==> src/rtl/pipe_register_file.sv <==
// Register file with a per-register pending scoreboard for in-order issue.
// Read ports are combinational and bypass a same-cycle write; pend_cnt tracks how many registers await a producer.
module pipe_register_file #(
    parameter int DATA_W   = 16,
    parameter int ADDR_W   = 4,
    parameter int ZERO_REG = 1
) (
    input  logic              clk,
    input  logic              clr_n,
    input  logic [ADDR_W-1:0] a_addr,
    input  logic [ADDR_W-1:0] b_addr,
    output logic [DATA_W-1:0] a_data,
    output logic [DATA_W-1:0] b_data,
    output logic              a_busy,
    output logic              b_busy,
    input  logic              wr_en,
    input  logic [ADDR_W-1:0] wr_addr,
    input  logic [DATA_W-1:0] wr_data,
    input  logic              rsv_en,
    input  logic [ADDR_W-1:0] rsv_addr,
    output logic [ADDR_W:0]   pend_cnt
);

    localparam int DEPTH = 2 ** ADDR_W;

    logic [DATA_W-1:0] regs [DEPTH];
    logic [DEPTH-1:0]  pend;
    logic [DEPTH-1:0]  pend_nxt;
    logic [ADDR_W:0]   cnt_q;
    logic              wr_ok;
    logic              rsv_ok;
    logic              set_new;
    logic              clr_old;

    // Register 0 is hard-wired to zero when ZERO_REG is set: it neither stores nor reserves.
    assign wr_ok  = wr_en  && !((ZERO_REG != 0) && (wr_addr  == '0));
    assign rsv_ok = rsv_en && !((ZERO_REG != 0) && (rsv_addr == '0));

    always_comb begin
        a_data = regs[a_addr];
        b_data = regs[b_addr];
        if ((ZERO_REG != 0) && (a_addr == '0)) a_data = '0;
        if ((ZERO_REG != 0) && (b_addr == '0)) b_data = '0;
        if (wr_ok && (wr_addr == a_addr)) a_data = wr_data;
        if (wr_ok && (wr_addr == b_addr)) b_data = wr_data;
    end

    // A write arriving this cycle satisfies the consumer, so busy drops together with the bypass.
    assign a_busy = pend[a_addr] && !(wr_ok && (wr_addr == a_addr));
    assign b_busy = pend[b_addr] && !(wr_ok && (wr_addr == b_addr));

    always_comb begin
        pend_nxt = pend;
        if (wr_ok)  pend_nxt[wr_addr]  = 1'b0;
        if (rsv_ok) pend_nxt[rsv_addr] = 1'b1;
    end

    // Net change in pending bits; a reserve and write to the same register leaves it pending.
    assign set_new = rsv_ok && !pend[rsv_addr];
    assign clr_old = wr_ok && pend[wr_addr] && !(rsv_ok && (rsv_addr == wr_addr));

    always_ff @(posedge clk or negedge clr_n) begin
        if (!clr_n) begin
            for (int i = 0; i < DEPTH; i++) regs[i] <= '0;
        end else if (wr_ok) begin
            regs[wr_addr] <= wr_data;
        end
    end

    always_ff @(posedge clk or negedge clr_n) begin
        if (!clr_n) begin
            pend  <= '0;
            cnt_q <= '0;
        end else begin
            pend <= pend_nxt;
            case ({set_new, clr_old})
                2'b10:   cnt_q <= cnt_q + (ADDR_W + 1)'(1);
                2'b01:   cnt_q <= cnt_q - (ADDR_W + 1)'(1);
                default: cnt_q <= cnt_q;
            endcase
        end
    end

    assign pend_cnt = cnt_q;

endmodule

==> config.mk <==
export PLATFORM = sky130hd
export DESIGN_NAME = pipe_register_file
export DESIGN_NICKNAME = d
export VERILOG_FILES = /design/src/rtl/pipe_register_file.sv
export SDC_FILE = /design/constraint.sdc
export NUM_CORES = 1
export LEC_CHECK = 0
export ABC_AREA = 1
export CAP_MARGIN = 20
export CORE_MARGIN = 5
export CORE_UTILIZATION = 30
export DETAILED_ROUTE_END_ITERATION = 6
export HOLD_SLACK_MARGIN = 0.1
export PLACE_DENSITY_LB_ADDON = 0.12
export SYNTH_ARGS = -nofsm -noshare
export SYNTH_HDL_FRONTEND = slang
export SYNTH_SLANG_ARGS = --single-unit
==> constraint.sdc <==
create_clock -name clk -period 2.95 [get_ports clk]
set_input_delay 0.295 -clock clk [delete_from_list [all_inputs] [get_ports clk]]
set_output_delay 0.295 -clock clk [all_outputs]
set_load 0.01 [all_outputs]
* After elaboration in Yosys (flattened, before gate mapping) *
Cells that the tools add are included.

operators by class
  add/subtract/negate cells = 2
  $mul = 0
  div/mod/pow operators = 0
  $lt $le $gt $ge = 10
  eq/ne operators = 5
  shift-type cells = 0
  muxes and demuxes = 28
  bitwise logic cells = 6
  reductions and logical operators = 24

operators with widths
  kind                                                                                  number
  256-bit bitwise mux                                                                   1
  16-bit two-way mux                                                                    11
  16-bit binary-select mux with 4-bit select                                            2
  16-bit demux with 4-bit select                                                        1
  4-bit by 5-bit < comparator with 1-bit output (second input constant)                 4
  16-bit bitwise AND                                                                    1
  1-bit binary-select mux with 4-bit select                                             4
  4-bit logical NOT                                                                     4
  16-bit NOT                                                                            1
  16-bit bitwise OR                                                                     1
  5-bit greater-or-equal comparator (second input constant)                             3
  4-bit NOT with 5-bit output                                                           3
  1-bit logical AND                                                                     13
  4-bit equality test                                                                   3
  5-bit one-hot mux with 2 select lines                                                 1
  1-bit demux with 4-bit select                                                         2
  4-bit by 1-bit greater-or-equal comparator with 1-bit output (second input constant)  2
  1-bit logical NOT                                                                     6
  1-bit two-way mux                                                                     6
  5-bit by 1-bit adder with 5-bit output (second input constant)                        1
  5-bit by 1-bit < comparator with 1-bit output (second input constant)                 1
  5-bit by 1-bit subtractor with 5-bit output (second input constant)                   1
  2-bit by 1-bit equality test with 1-bit output (second input constant)                1
  2-bit equality test (second input constant)                                           1
  2-bit nonzero test                                                                    1

storage, ports and cells
  bits in registers = 277
  bits in latches = 0
  RAM bits = 0
  memory bits (read-only) = 0
  bits of input ports = 36
  output and inout bits = 39
  word-level logic and storage cells = 93
  memories kept = 0

* Logic depth before layout (Yosys ltp) *
Gate-level depths: netlist of the first run.

  word-level depth = 9
  depth in mapped cells = 17
  mapped depth without buffers = 17

* Worst setup path after synthesis of the first run *
Ideal clock, no wire load.

  path type = input to register
  start point = input port wr_addr[1]
  end point = register cnt_q[4] (netlist: pend_cnt[4])
  library setup time = 0.065 ns
  data arrival time = 2.131 ns
  required time = 2.885 ns
  path slack = 0.754 ns
  stages = 17
  path buffers = 1
  cells stage by stage = buf_4 inv_2 nor2_2 a21oi_1 nand2_1 nand2_1 nand2_1 nor2_1 nor2_1 ha_1 fa_1 a21oi_1 nor2_1 nor2_1 xor2_1 nand2_1 nand2_1

between the ends
  cells in the longest elaborated chain, start to end = 7
  elaborated cells on any way between the ends = 14
  classes of those cells = eq/ne: 3; mux: 3; reduce/logical: 8

ends and longest elaborated chain
  element                                                                                       RTL line  text
  from (decl)                                                                                   17        input logic [ADDR_W-1:0] wr_addr,
  branches (longest 4 deep; another with 1-bit binary-select mux with 4-bit select)             --
  1-bit logical AND (*)                                                                         60        assign clr_old = wr_ok && pend[wr_addr] && !(rsv_ok && (rsv_addr == wr_addr));
  2-bit by 1-bit equality test with 1-bit output / 2-bit equality test (equally long branches)  76        case ({set_new, clr_old})
  5-bit one-hot mux with 2 select lines / 2-bit nonzero test (equally long branches)            --
  to (signal assigned)                                                                          77        2'b10: cnt_q <= cnt_q + (ADDR_W + 1)'(1);
  to (signal assigned)                                                                          78        2'b01: cnt_q <= cnt_q - (ADDR_W + 1)'(1);
  to (signal assigned)                                                                          79        default: cnt_q <= cnt_q;
  to (decl)                                                                                     29        logic [ADDR_W:0] cnt_q;

Every way passes the cells marked *. The select of a mux whose other input is x is not followed.
A chain may end at the register's enable or synchronous reset.

* Final worst setup path of the first run *
  start point = input port a_addr[3]
  end point = output port a_data[9]

between the ends
  cells in the longest elaborated chain, start to end = 6
  elaborated cells on any way between the ends = 9
  classes of those cells = eq/ne: 1; mux: 5; bitwise: 1; reduce/logical: 2

ends and longest elaborated chain
  element                                                RTL line  text
  from (decl)                                            10        input logic [ADDR_W-1:0] a_addr,
  4-bit NOT with 5-bit output (not written as such)      40        a_data = regs[a_addr];
  16-bit binary-select mux with 4-bit select             40
  16-bit two-way mux (not written as such) (2 in a row)  40
  16-bit two-way mux                                     42        if ((ZERO_REG != 0) && (a_addr == '0)) a_data = '0;
  16-bit two-way mux (*)                                 44        if (wr_ok && (wr_addr == a_addr)) a_data = wr_data;
  to (decl)                                              12        output logic [DATA_W-1:0] a_data,

Every way passes the cells marked *; elsewhere a longest branch is shown, timed or not. The select of a mux whose other input is x is not followed.

==> results.yml, run 1 <==
floorplanning:
  fp.dieH_um: 250
  die_w_um: 250
  rows: 88
  io-pin-count: 75
  floorplan.initialDensity: 0.301
  fp.coreArea_um2: 57400
  floorplan.die_area_um2: 62400
clocking:
  htreeDepth: 2
  clockBufferDepth: 3
  cts.sinks: 277
  insertion_delay_ns: 0.56
  cts_buffers: 38
  cts_root_buf: "clkbuf_16"
  cts_tree: "done"
  clk_pin_slew_ns: 0.06
  post_cts_buffers: 0
yosys:
  synthTopCellsByArea: "dfrtp_1, nand2_1, nand3_1"
  syn_inst: 2686
  syn_area_um2: 17300
  synth_async_sr_flop_share: 1.00
  synth.most_common_cell: "nand2_1"
  syn_avg_cell_area_um2: 6.43
  synth_edf_count: 0
  synth_flop_cell: "dfrtp_1"
  seq_area_frac_synth: 0.402
  ys_types: 32
  synth.yosys.warnings: 0
  synth_fp_nets: 2727
  synth_top_cell_area_share: 0.402
  synth_seq_cells: 277
  synth_common_cells: "nand2_1, nand3_1, inv_1, dfrtp_1, o21ai_1"
  yosysTopAreaCell: "dfrtp_1"
layout:
  layout-drive-gt1-share: 0.0825
  area.growth.synth_to_final_pct: 19.7
  nNetsFinal: 2754
  fill_cells: 6152
  final_cells: 3507
  seq_area_um2: 6930
  multi_input_area_um2: 8130
setup_path:
  cp_cell_sequence: "clkdlybuf4s50_1 > nor2_2 > buf_4 > nand2_1 > nand2_1 > inv_1 > nand2_1 > nand2_1 > nand2_1 > clkdlybuf4s50_1"
  reg2regPathDepth: 16
  worstPathMaxFanout: 5
  required_ns: 2.65
  cpPeakStageDelay_ns: 0.59
  arrival_ns: 2.53
  crit_start: "a_addr[3]"
  crit_slowest_cell: "clkdlybuf4s50_1"
  end_kind: "output pin"
  cp.depth: 10
  startpoint_type: "input pin"
  critPathBufInv: 4
  r2r_start: "pend[3]$_DFF_PN0_"
  cp_common_cell: "nand2_1"
  worst-setup-path-type: "in2out"
  critPathTopFamily: "buffers and inverters"
place:
  hpwl_um: 47600
  place_congestion: 0.857
  dp_cells: 3437
  dp_slack_ns: -0.00871
  io_buffers: 74
power_and_ir_drop:
  max-vdd-ir-drop_mv: 0.390
  power.density_nw_per_um2: 664
  leakage_nw: 10.4
sta:
  maxSlewHeadroom: 0.523
  fin_skew_ns: 0.0238
  max_freq_mhz: 353
  slew_viol_final: 0
  tns_ns: 0
  fin_hold_ws_ns: 0.295
  max_slew.worst_pin.slew_ns: 0.715
  hold_violations: 0
  period_share: 0.959
  period_minus_slack_ns: 2.83
  setup_slack_ns: 0.120
  finalSetupViolCount: 0
  rsz0062_at_grt: "false"
detailed_routing:
  viasPerCell: 4.99
  wl_per_cell_um: 20.7
  ant_nets: 0
  drc: 0
  drt_iter0_drc: 1515
  routed_wirelength_um: 72600
  dr_total_vias: 17483
  first_pass_iters: 5
global_route:
  grt_overflow_total: 0
  gr-usage-all-layers: 0.227
  grt_pass1_wl_um: 109000
  grt_pass1_vias: 16628
  antenna_found_initial: 3
  grt_max_degree: 105
run_status:
  status: "completed"
job:
  max_cap_violations: 0
hold_path:
  hp-class: "in2async"
## worst reg2reg max path, cell delays in order (launching register included)
cell and delay (ns):
dfrtp_1 0.36, inv_1 0.20, nor2_1 0.08, a21oi_1 0.12
nand2_1 0.07, nand2_1 0.06, nand2_1 0.06, nor2_1 0.13
nor2_1 0.06, ha_1 0.22, fa_1 0.41, a21oi_1 0.18
nor2_1 0.05, nor2_1 0.10, xor2_1 0.15, nand2_1 0.06
nand2_1 0.06
## where the power goes
group	internal, W	switching, W	total (W)
sequential	0.00467	0.000285	0.00495
clock	0.00314	0.00187	0.00501
combinational	0.00135	0.00241	0.00376
total	0.00916	0.00457	0.0137
## logic make-up after synthesis
logic type      Yosys count  share of synthesized area
xor+xnor                 11                    0.00558
fa+ha+maj                 5                    0.00406
simple gates           1558                      0.371
flops                   277                      0.402
compound gates          289                     0.0875
buf+inv                 546                      0.130
## area by class of cell
class | instances | share of cell area
clock inverters | 11 | 0.0101
repair buffers | 194 | 0.0983
clock buffers | 56 | 0.0542
inverters | 339 | 0.0621
well taps | 765 | 0.0463
multi-input cells | 1863 | 0.393
diodes | 2 | 0.000242
flip-flops and latches | 277 | 0.335
## registers in the layout, summed over array words and instances (netlist names)
signal    cells
pend         16
regs        256
pend_cnt      5
## timing repair
item	4_1_cts	5_1_grt
endpoints found under the setup margin	9	24
hold buffers	1	0
endpoints found under the hold margin	63	0
gates resized for setup	1	6
## stage by stage
stage / instance area [um2] / utilization / total power, W
floorplan: 17300 / - / 0.00738
global placement: 19300 / 0.337 / 0.00871
detailed placement: 19300 / 0.337 / 0.00876
CTS: 20600 / 0.360 / 0.0139
global route: 20700 / 0.360 / 0.0146
finish: 20700 / 0.360 / 0.0137
## routing by layer
metal  GRT usage  part of all wire  up-vias
met2       0.363              0.45      628
li1            -                 -     8346
met3      0.0351             0.061      112
met5           0                 0        -
met4      0.0640             0.026        0
met1       0.322              0.46     8397
## cells in the final DEF (no fill, tap or decap), types with 19 or more instances in the layout
master / count
o22ai_1: 19
o21ai_1: 154
nor2_1: 22
inv_1: 322
clkdlybuf4s50_1: 66
nand2_1: 1133
clkbuf_16: 39
buf_4: 92
buf_12: 31
o21ai_0: 95
nand3_1: 374
dfrtp_1: 277
## worst paths after layout
path	to	slack [ns]
min in group clk	regs[253]$_DFFE_PN0P_	0.37
max in group asynchronous	regs[134]$_DFFE_PN0P_	1.71
setup / recovery	a_data[9]	0.12
hold / removal	regs[235]$_DFFE_PN0P_	0.30
hold reg to reg	regs[253]$_DFFE_PN0P_	0.37
setup reg to reg	pend_cnt[4]$_DFFE_PN0P_	0.51
No activity file was read; power rests on OpenSTA's default activity.
==> run 2, diff against run 1 <==
HOLD_SLACK_MARGIN = 0.06   (was 0.1)
==> results of run 2 <==
The final DEF is identical to that of run 1; final timing and power are the same.
==> run 3, diff against run 2 <==
GPL_TIMING_DRIVEN = 0   (was unset)
==> results.yml, run 3 (same netlist as run 1, synthesis figures left out) <==
sta:
  tns_ns: -0.0136
  max_freq_mhz: 337
  max_slew.worst_pin.slew_ns: 1.10
  slew_viol_final: 0
  setup_slack_ns: -0.0136
  fin_skew_ns: 0.00281
  hold_violations: 0
  rsz0062_at_grt: "false"
  maxSlewHeadroom: 0.266
  finalSetupViolCount: 1
  period_share: 1.00
  period_minus_slack_ns: 2.96
hold_path:
  holdPathStages: 3
  worstHoldEndpoint: "regs[79]$_DFFE_PN0P_"
  min_from: "wr_data[15]"
  hp-class: "in2reg"
place:
  hpwl_um: 62500
  dp_slack_ns: -0.473
  place_congestion: 0.971
  io_buffers: 51
setup_path:
  timing.rr.end: "pend_cnt[4]$_DFFE_PN0P_"
  r2r_start: "pend[7]$_DFF_PN0_"
  reg2regPathDepth: 16
  worst-setup-path-type: "in2out"
  arrival_ns: 2.67
  required_ns: 2.65
  end_kind: "output pin"
  r2r_slack_ns: 0.47
  worstPathMaxFanout: 10
  startpoint_type: "input pin"
clocking:
  clockBufferDepth: 3
  cts_tree: "done"
  htreeDepth: 2
  clk_pin_slew_ns: 0.06
  cts_root_buf: "clkbuf_16"
  insertion_delay_ns: 0.55
  cts_buffers: 38
  cts.sinks: 277
detailed_routing:
  wl_met2_um: 37800
  wl_per_cell_um: 23.7
  drt_iter0_drc: 2071
  viasPerCell: 5.20
  routed_wirelength_um: 84600
  dr_wl_met3_um: 6670
  first_pass_iters: 6
  ant_nets: 0
  wl_met1_um: 35000
  highest_layer: "met4"
  dr_total_vias: 18584
  drc: 0
floorplanning:
  die_w_um: 250
  io-pin-count: 75
  floorplan.initialDensity: 0.301
  fp.coreArea_um2: 57400
  fp.dieH_um: 250
  floorplan.die_area_um2: 62400
  rows: 88
layout:
  final_common_cell: "nand2_1"
  largest_reg_flops: 256
  top_register: "regs"
  area.growth.synth_to_final_pct: 17.5
  n_antenna_cell: 0
  seq_area_um2: 6930
  nNetsFinal: 2824
  final_cell_mix: "nand2_1, nand3_1, inv_1"
  fill_cells: 6167
  multi_input_area_um2: 8140
  layout-drive-gt1-share: 0.0911
global_route:
  grt_pass1_wl_um: 123000
  grt_overflow_total: 0
  gr-usage-all-layers: 0.263
  grt_max_degree: 86
  grt_pass1_vias: 18024
  antenna_found_initial: 2
power_and_ir_drop:
  finalPower_w: 0.0137
  leakage_nw: 10.3
  power.density_nw_per_um2: 675
  max-vdd-ir-drop_mv: 0.355
job:
  max_cap_violations: 0
run_status:
  violations: "setup timing"
  status: "finished, violations left"
==> run 3: changes by cell type in the layout (fill, tap and decap cells not counted), sizes merged <==
cell,change
clkbuf,+104
clkdlybuf4s50,-23
buf,-15
clkinv,+5
bufinv,-4
clkinvlp,+2
diode,-2
dlymetal6s2s,+2
dlygate4sd2,+1
inv,-1
==> run 3: worst max path at each step <==
stage / from / end / slack (ns) / cells past startpoint
final: b_addr[1] / b_data[13] / -0.01 / 12
after global routing: wr_addr[0] / a_data[6] / 0.002 / 12
after CTS: b_addr[1] / b_data[12] / 0.01 / 10
after detailed placement: b_addr[2] / b_data[6] / -0.47 / 9
after global placement: clr_n / regs[183]$_DFFE_PN0P_ / -11.44 / 1
after floorplan: wr_addr[1] / pend_cnt[4]$_DFFE_PN0P_ / 0.75 / 17
==> run 3: cell type report <==
class,count,share of cell area
tap,765,0.0472
multi-input combinational,1863,0.401
inverter,339,0.0629
timing repair buffer,58,0.0312
sequential,277,0.342
clock inverter,13,0.00611
buffer,206,0.0536
clock buffer,55,0.0560
==> run 3: per-layer routing <==
metal  GRT usage  vias to the layer above
met5           0                        -
met4       0.132                        0
met3      0.0430                      231
met2       0.420                      949
met1       0.346                     8916
li1            -                     8488
==> run 3: per-stage QoR <==
step                 util  instance area (um2)  std cells  hold slack [ns]
floorplan               -                17300       2686        -0.000591
global placement    0.326                18700       3502            0.441
detailed placement  0.328                18800       3505            0.187
CTS                 0.351                20100       3573            0.152
global route        0.354                20300       3576            0.210
finish              0.354                20300       3576            0.159
==> run 3: where the power goes <==
part | switching, W | total [W] | internal (W)
clock | 0.00187 | 0.00471 | 0.00284
combinational | 0.00277 | 0.00404 | 0.00126
sequential | 0.000276 | 0.00494 | 0.00467
total | 0.00491 | 0.0137 | 0.00877
==> run 3: critical path, cell delays in order <==
cell             delay, ns
buf_2                 0.20
inv_2                 0.17
clkbuf_1              0.61
nand3_1               0.16
nand2_1               0.17
nand2_1               0.07
nand2_1               0.06
inv_1                 0.04
nand2_1               0.06
nand2_1               0.05
nand2_1               0.17
clkdlybuf4s50_1       0.60
==> run 3: timing repair <==
item	in CTS	in global routing
pin swaps	1	2
endpoints found under the hold margin	202	0
hold buffers	1	0
setup buffers	0	3
resized for setup	27	69
endpoints found under the setup margin	34	26
